`config.mk`:
```
export PLATFORM = sky130hd
export DESIGN_NAME = shift_reg_sequencer
export DESIGN_NICKNAME = d
export VERILOG_FILES = /design/src/rtl/systolic_pkg.sv /design/src/rtl/shift_reg_sequencer_skew_window.sv /design/src/rtl/shift_reg_sequencer.sv
export SDC_FILE = /design/constraint.sdc
export NUM_CORES = 1
export LEC_CHECK = 0
export CAP_MARGIN = 20
export CORE_MARGIN = 3
export CORE_UTILIZATION = 30
export CTS_BUF_LIST = sky130_fd_sc_hd__clkbuf_4 sky130_fd_sc_hd__clkbuf_8
export CTS_CLUSTER_SIZE = 14
export DETAILED_ROUTE_END_ITERATION = 8
export PLACE_DENSITY_LB_ADDON = 0.15
export SETUP_SLACK_MARGIN = 0.15
export SLEW_MARGIN = 5
export SYNTH_ARGS = -nofsm -noshare
export SYNTH_HDL_FRONTEND = slang
export SYNTH_SLANG_ARGS = --single-unit
```
`constraint.sdc`:
```
create_clock -name clk -period 1.4 [get_ports clk]
set_input_delay 0.21 -clock clk [delete_from_list [all_inputs] [get_ports clk]]
set_output_delay 0.21 -clock clk [all_outputs]
set_load 0.01 [all_outputs]
```
`src/rtl/systolic_pkg.sv`:
```
// Shared types for the systolic array row-feed control path: shift_reg
// control codes, sequencer states and the skew-window membership test.
package systolic_pkg;

    typedef enum logic [1:0] {
        CTRL_HOLD  = 2'b00,
        CTRL_LOAD  = 2'b01,
        CTRL_WRITE = 2'b10,
        CTRL_READ  = 2'b11
    } ctrl_code_t;

    typedef enum logic [1:0] {
        ST_IDLE  = 2'b00,
        ST_LOAD  = 2'b01,
        ST_SHIFT = 2'b10,
        ST_DONE  = 2'b11
    } seq_state_t;

    // Row `row` is in its read window when row <= t < row + length.
    function automatic logic in_read_window(input int t, input int row, input int length);
        return (t >= row) && (t < row + length);
    endfunction

endpackage

```
`src/rtl/shift_reg_sequencer_skew_window.sv`:
```
// Combinational decode of the shift counter into the per-row READ mask,
// giving each row a LENGTH-cycle window delayed by one cycle per row.
module skew_window
    import systolic_pkg::*;
#(
    parameter int LENGTH = 4,
    parameter int ROWS   = 4,
    parameter int TW     = 3
) (
    input  logic [TW-1:0]     t_i,
    input  logic              en_i,
    output logic [0:ROWS-1]   read_mask_o
);

    // Per-row window membership, forced low outside the SHIFT phase.
    always_comb begin
        read_mask_o = '0;
        for (int r = 0; r < ROWS; r++) begin
            if (en_i) begin
                read_mask_o[r] = in_read_window(int'(t_i), r, LENGTH);
            end else begin
                read_mask_o[r] = 1'b0;
            end
        end
    end

endmodule

```
`src/rtl/shift_reg_sequencer.sv`:
```
// Load-then-skewed-shift sequencer for the systolic array row shift registers.
// Every output is a flop; next values are decoded from the next state/counter.
module shift_reg_sequencer
    import systolic_pkg::*;
#(
    parameter int DATA_WIDTH = 8,
    parameter int LENGTH     = 4,
    parameter int ROWS       = 4
) (
    input  logic                   clk,
    input  logic                   reset_n,
    input  logic                   start,
    input  logic                   abort,
    output logic [0:ROWS-1][1:0]   ctrl_code,
    output logic [0:ROWS-1]        row_valid,
    output logic                   busy,
    output logic                   done
);

    localparam int TW = $clog2(LENGTH + ROWS);
    localparam logic [TW-1:0] T_LAST = TW'(LENGTH + ROWS - 2);

    if (DATA_WIDTH < 1 || LENGTH < 1 || ROWS < 1) begin : g_param_check
        $error("shift_reg_sequencer: DATA_WIDTH, LENGTH and ROWS must be >= 1");
    end

    seq_state_t               state_q, state_d;
    logic [TW-1:0]            t_q, t_d;
    logic [0:ROWS-1][1:0]     ctrl_q, ctrl_d;
    logic [0:ROWS-1]          row_valid_q, row_valid_d;
    logic                     busy_q, busy_d;
    logic                     done_q, done_d;
    logic                     shift_en_s;
    logic [0:ROWS-1]          read_mask_s;

    // Next state and counter; abort beats start and cancels any active phase.
    always_comb begin
        state_d = state_q;
        t_d     = t_q;
        case (state_q)
            ST_IDLE: begin
                t_d = '0;
                if (start && !abort) begin
                    state_d = ST_LOAD;
                end else begin
                    state_d = ST_IDLE;
                end
            end
            ST_LOAD: begin
                t_d = '0;
                if (abort) begin
                    state_d = ST_IDLE;
                end else begin
                    state_d = ST_SHIFT;
                end
            end
            ST_SHIFT: begin
                if (abort) begin
                    state_d = ST_IDLE;
                    t_d     = '0;
                end else if (t_q == T_LAST) begin
                    state_d = ST_DONE;
                    t_d     = '0;
                end else begin
                    state_d = ST_SHIFT;
                    t_d     = t_q + TW'(1);
                end
            end
            ST_DONE: begin
                state_d = ST_IDLE;
                t_d     = '0;
            end
            default: begin
                state_d = ST_IDLE;
                t_d     = '0;
            end
        endcase
    end

    assign shift_en_s = (state_d == ST_SHIFT);

    skew_window #(
        .LENGTH (LENGTH),
        .ROWS   (ROWS),
        .TW     (TW)
    ) u_skew_window (
        .t_i         (t_d),
        .en_i        (shift_en_s),
        .read_mask_o (read_mask_s)
    );

    // Output next values; row_valid mirrors last cycle's READ unless the pass ends in IDLE.
    always_comb begin
        ctrl_d      = '0;
        row_valid_d = '0;
        for (int r = 0; r < ROWS; r++) begin
            if (state_d == ST_LOAD) begin
                ctrl_d[r] = CTRL_LOAD;
            end else if (read_mask_s[r]) begin
                ctrl_d[r] = CTRL_READ;
            end else begin
                ctrl_d[r] = CTRL_HOLD;
            end
            if (state_d != ST_IDLE) begin
                row_valid_d[r] = (ctrl_q[r] == CTRL_READ);
            end else begin
                row_valid_d[r] = 1'b0;
            end
        end
        busy_d = (state_d != ST_IDLE);
        done_d = (state_d == ST_DONE);
    end

    // State, counter and output registers.
    always_ff @(posedge clk or negedge reset_n) begin
        if (!reset_n) begin
            state_q     <= ST_IDLE;
            t_q         <= '0;
            ctrl_q      <= '0;
            row_valid_q <= '0;
            busy_q      <= 1'b0;
            done_q      <= 1'b0;
        end else begin
            state_q     <= state_d;
            t_q         <= t_d;
            ctrl_q      <= ctrl_d;
            row_valid_q <= row_valid_d;
            busy_q      <= busy_d;
            done_q      <= done_d;
        end
    end

    assign ctrl_code = ctrl_q;
    assign row_valid = row_valid_q;
    assign busy      = busy_q;
    assign done      = done_q;

endmodule

```
Yosys cells after proc, flatten, opt, wreduce, memory -nomap -nowiden

Index checks and enable logic that the tools add are counted.

Logic and storage cells: 60
Output and inout port bits: 14
Bits in registers: 19
Input port bits: 4

Reduce and logical (&&, ||, !) cells: 8
Multiplexer cells: 24
Magnitude comparators: 7
Equality and inequality tests: 11
Add/subtract/negate cells: 1

Operators by type and width:

| kind                | number |
|---|---|
| $mux 2              | 10 |
| $eq 2x2->1 const B  | 8 |
| $lt 3x3->1 const B  | 4 |
| $mux 1              | 10 |
| $pmux 2 s4          | 1 |
| $ge 3x2->1 const B  | 2 |
| $mux 3              | 2 |
| $pmux 3 s2          | 1 |
| $eq 2x1->1 const B  | 2 |
| $logic_and 1x1->1   | 4 |
| $add 3x1->3 const B | 1 |
| $eq 3x3->1 const B  | 1 |
| $ge 3x1->1 const B  | 1 |
| $reduce_or 3->1     | 1 |
| $logic_not 2->1     | 1 |
| $reduce_bool 2->1   | 1 |
| $logic_not 1->1     | 1 |

Logic depth before layout (Yosys ltp)

Depth in word-level cells: 9
Mapped depth: 4
Depth with buffers taken out: 3

By module

Synthesis repeated with hierarchy kept, for this count alone.

Cells, all modules: 70
Area, all modules: 843.3 µm²

By module, submodules not included:

| module              | cells each | seq. area each (µm²) | area each (µm²) | times used |
|---|---|---|---|---|
| shift_reg_sequencer | 56         | 475.5                | 726.9           | 1 |
| skew_window         | 14         | 0.0                  | 116.4           | 1 |

Worst setup path before layout

Ideal clock, no wire load.

Kind: reg2reg
Start: reg t_q[2]
End: reg ctrl_q, in the netlist ctrl_code[7]
Data arrival time: 1.055 ns
Setup time: 0.077 ns
Data required time: 1.323 ns
Setup slack: 0.268 ns
Clock period less this slack: 1.132 ns
Stages on the path, launching flop included: 4
Buffers on the path: 0
Path through: dfrtp_1 > a21boi_0 > or3b_1 > a21oi_1

RTL lines:

| what                   | RTL line                   | text |
|---|---|---|
| start, declared        | shift_reg_sequencer.sv:28  | `logic [TW-1:0] t_q, t_d;` |
| start signal, assigned | shift_reg_sequencer.sv:125 | `t_q <= t_d;` |
| end signal, assigned   | shift_reg_sequencer.sv:126 | `ctrl_q <= ctrl_d;` |
| end, declared          | shift_reg_sequencer.sv:29  | `logic [0:ROWS-1][1:0] ctrl_q, ctrl_d;` |

==> metrics.txt <==
hold_ws=0.227 ns; number of global-route vias before repair=~460; row cnt=16; Layout area overhead=37.2%; clock tree buffer depth=2; DR pass1 iterations=2; CP cell instances=a21boi_0 > or3b_1 > a21oi_1; drt wl/cell=12.0 um; gpl congestion=0.699; DR iter-0 viols=11; count leader, synth=dfrtp_1; Simple-Gate Fraction of Synth Area=0.181; CP startpoint kind=flip-flop; Yosys top cell by area=dfrtp_1; crit path max fanout=6; Clock Skew=0.00576 ns; Hold Vio Cnt, Final=0; diodes inserted=0; PD cells=between 1000 and 1500 nW/um2; H-Tree Depth=1; Core Area=roughly 2100 um2; Crit Path Category=reg -> reg; Ports=18; status=completed; antenna-violating nets left=0; total power=approximately 950 uW; Util after Layout=0.456; post-synth top area share=0.693; synth cell count leaders=19 x dfrtp_1, 6 x nor2_1, 5 x a21oi_1, 4 x and3_1, 3 x nand2b_1; slowest stage delay, CP=0.44 ns; top post-synthesis cells by area=dfrtp_1 69%, a21oi_1 3.6%, and3_1 3.6%; Syn Inst Count=55; final slew viol count=0; fin area=941 um2; DP Area=901 um2; initial antenna violation count=0; layout net count=84; Pleak=0.000483 uW; FILL cells=212; number of synthesized register bits=19; GRT overflow=0; max-cap viol count=0; clock slew at reported path FFs=0.11 ns; Starting Density=0.333; EDFF count, synth=0; hold buffer count at CTS=0; ys async rst share=1.00; HP Class=in -> async; share of layout cells above drive strength 1=0.177; CP Capture Type=flip-flop; largest family of logic cells by synthesized area=simple AND/OR/NAND/NOR gates; Root Driver=clkbuf_4; critical path arrival=1.43 ns; first-pass GRT wire length=roughly 2.1 mm; slowest CP cell=dfrtp_2; WP data required=about 1.6 ns; routed vias/inst=4.61; syn nets=59; RSZ-0062 raised after global routing=yes; gr usage total=0.106; height of the chip=53.8 um; Unique masters post-synth=20; mux cell area share after synthesis=0.0164; register area share after synthesis=0.693; largest net degree at the start of global routing=20; Synth Cell Area=~690 um2; Synth Area in Compound Gates=0.0912; Cells after DPL=100; Synth Area per Inst=12.5 um2; HPWL after DPL=about 880 um; Slew headroom=0.779; WL final=1.27 mm; Layout Cells excl Fill=106; ys flop type=dfrtp_1; Sink Count=19; via count=489; DRC=0; CTS tree=yes; Clk Latency, worst-skew pair=0.29 ns; Synth Area in Adders=0; Worst VDD drop=0.831 mV; minimum clock period=1.21 ns; number of I/O port buffers=17; cts bufs inserted=3; Ys Warns=0; full die area=2890 um2; # setup viols final=0; maximum clock frequency=826 MHz; period utilization=0.864; slew at the pin closest to its max-slew limit=0.330 ns; Synth Area in XOR/XNOR=0.0128; Die Span X=53.8 um
==> where the power goes <==
group	switching, uW	internal (uW)	leakage, uW
clock network	165	106	0.0000177
registers	12.5	569	0.000253
logic	48.9	43.7	0.000212
==> sequential cells by signal, summed over array words and instances, names as in the netlist <==
signal,count
ctrl_code,8
row_valid,4
t_q,3
state_q,2
busy,1
done,1
==> critical path, delay by kind of cell (launching register included) <==
kind | cells | cell delay [ns]
compound gates | 2 | 0.28
simple gates | 1 | 0.41
flops | 1 | 0.44
==> repair_timing <==
| action | in CTS | in global routing |
|---|---|---|
| buffers inserted | 0 | 2 |
| endpoints found under the setup margin | 19 | 2 |
| resized for setup | 16 | 3 |
==> logic make-up after synthesis <==
logic type / count (synthesis)
and+or+nand+nor: 22
DFF: 19
AOI/OAI and AO/OA: 11
xor gates and xnor gates: 1
muxes: 1
buffers and inverters: 1
==> layout make-up <==
cell class              count  area, um2  share of cell area
flip-flops and latches     19        479               0.509
well taps                  27       33.8              0.0359
repair buffers             21        183               0.194
clock buffers               3       22.5              0.0239
clock inverters             1       5.00             0.00532
multi-input cells          35        218               0.231
==> metal layers <==
layer | part of all wire | routed length [um] | up-vias | GRT usage
li1 | - | - | 240 | -
met1 | 0.41 | 524 | 233 | 0.124
met2 | 0.50 | 632 | 16 | 0.173
met3 | 0.088 | 112 | 0 | 0.0499
met4 | 0 | 0 | 0 | 0.0255
met5 | 0 | 0 | - | 0
==> path summary, 6_finish.rpt <==
| kind | cells past startpoint | slack, ns | startpoint | end |
|---|---|---|---|---|
| max | 3 | 0.19 | t_q[2] | ctrl_code[7] |
| min | 2 | 0.23 | reset_n | ctrl_code[0] |
| max reg2reg | 3 | 0.19 | t_q[2] | ctrl_code[7] |
| min reg2reg | 1 | 0.51 | ctrl_code[4] | row_valid[1] |
| max in group asynchronous | 2 | 0.96 | reset_n | t_q[0] |
| min in group clk | 1 | 0.51 | ctrl_code[4] | row_valid[1] |
==> placed cells by master, fill, tap and decap left out <==
master,count
dfrtp_1,16
dlygate4sd2_1,14
nor2_1,6
a21oi_1,4
and3_1,4
buf_4,4
clkbuf_4,3
clkdlybuf4s50_1,3
dfrtp_2,3
nand2_1,2
nand3b_1,2
nand2b_1,2
o21ai_0,2
o31ai_1,1
mux2_2,1
nand2b_4,1
nor3b_1,1
or2b_1,1
a21boi_0,1
or3b_1,1
o21bai_1,1
a21oi_2,1
nor3_1,1
xor2_1,1
and2_1,1
o21ai_1,1
clkinv_2,1
==> stage by stage <==
step / TNS (ns) / setup WS (ns)
finish: 0 / 0.190
global route: 0 / 0.138
CTS: 0 / 0.165
floorplan: 0 / 0.268
detailed placement: -0.226 / -0.0641
global placement: -0.0153 / -0.00580
Note: power is estimated with default switching activity, not from simulation.
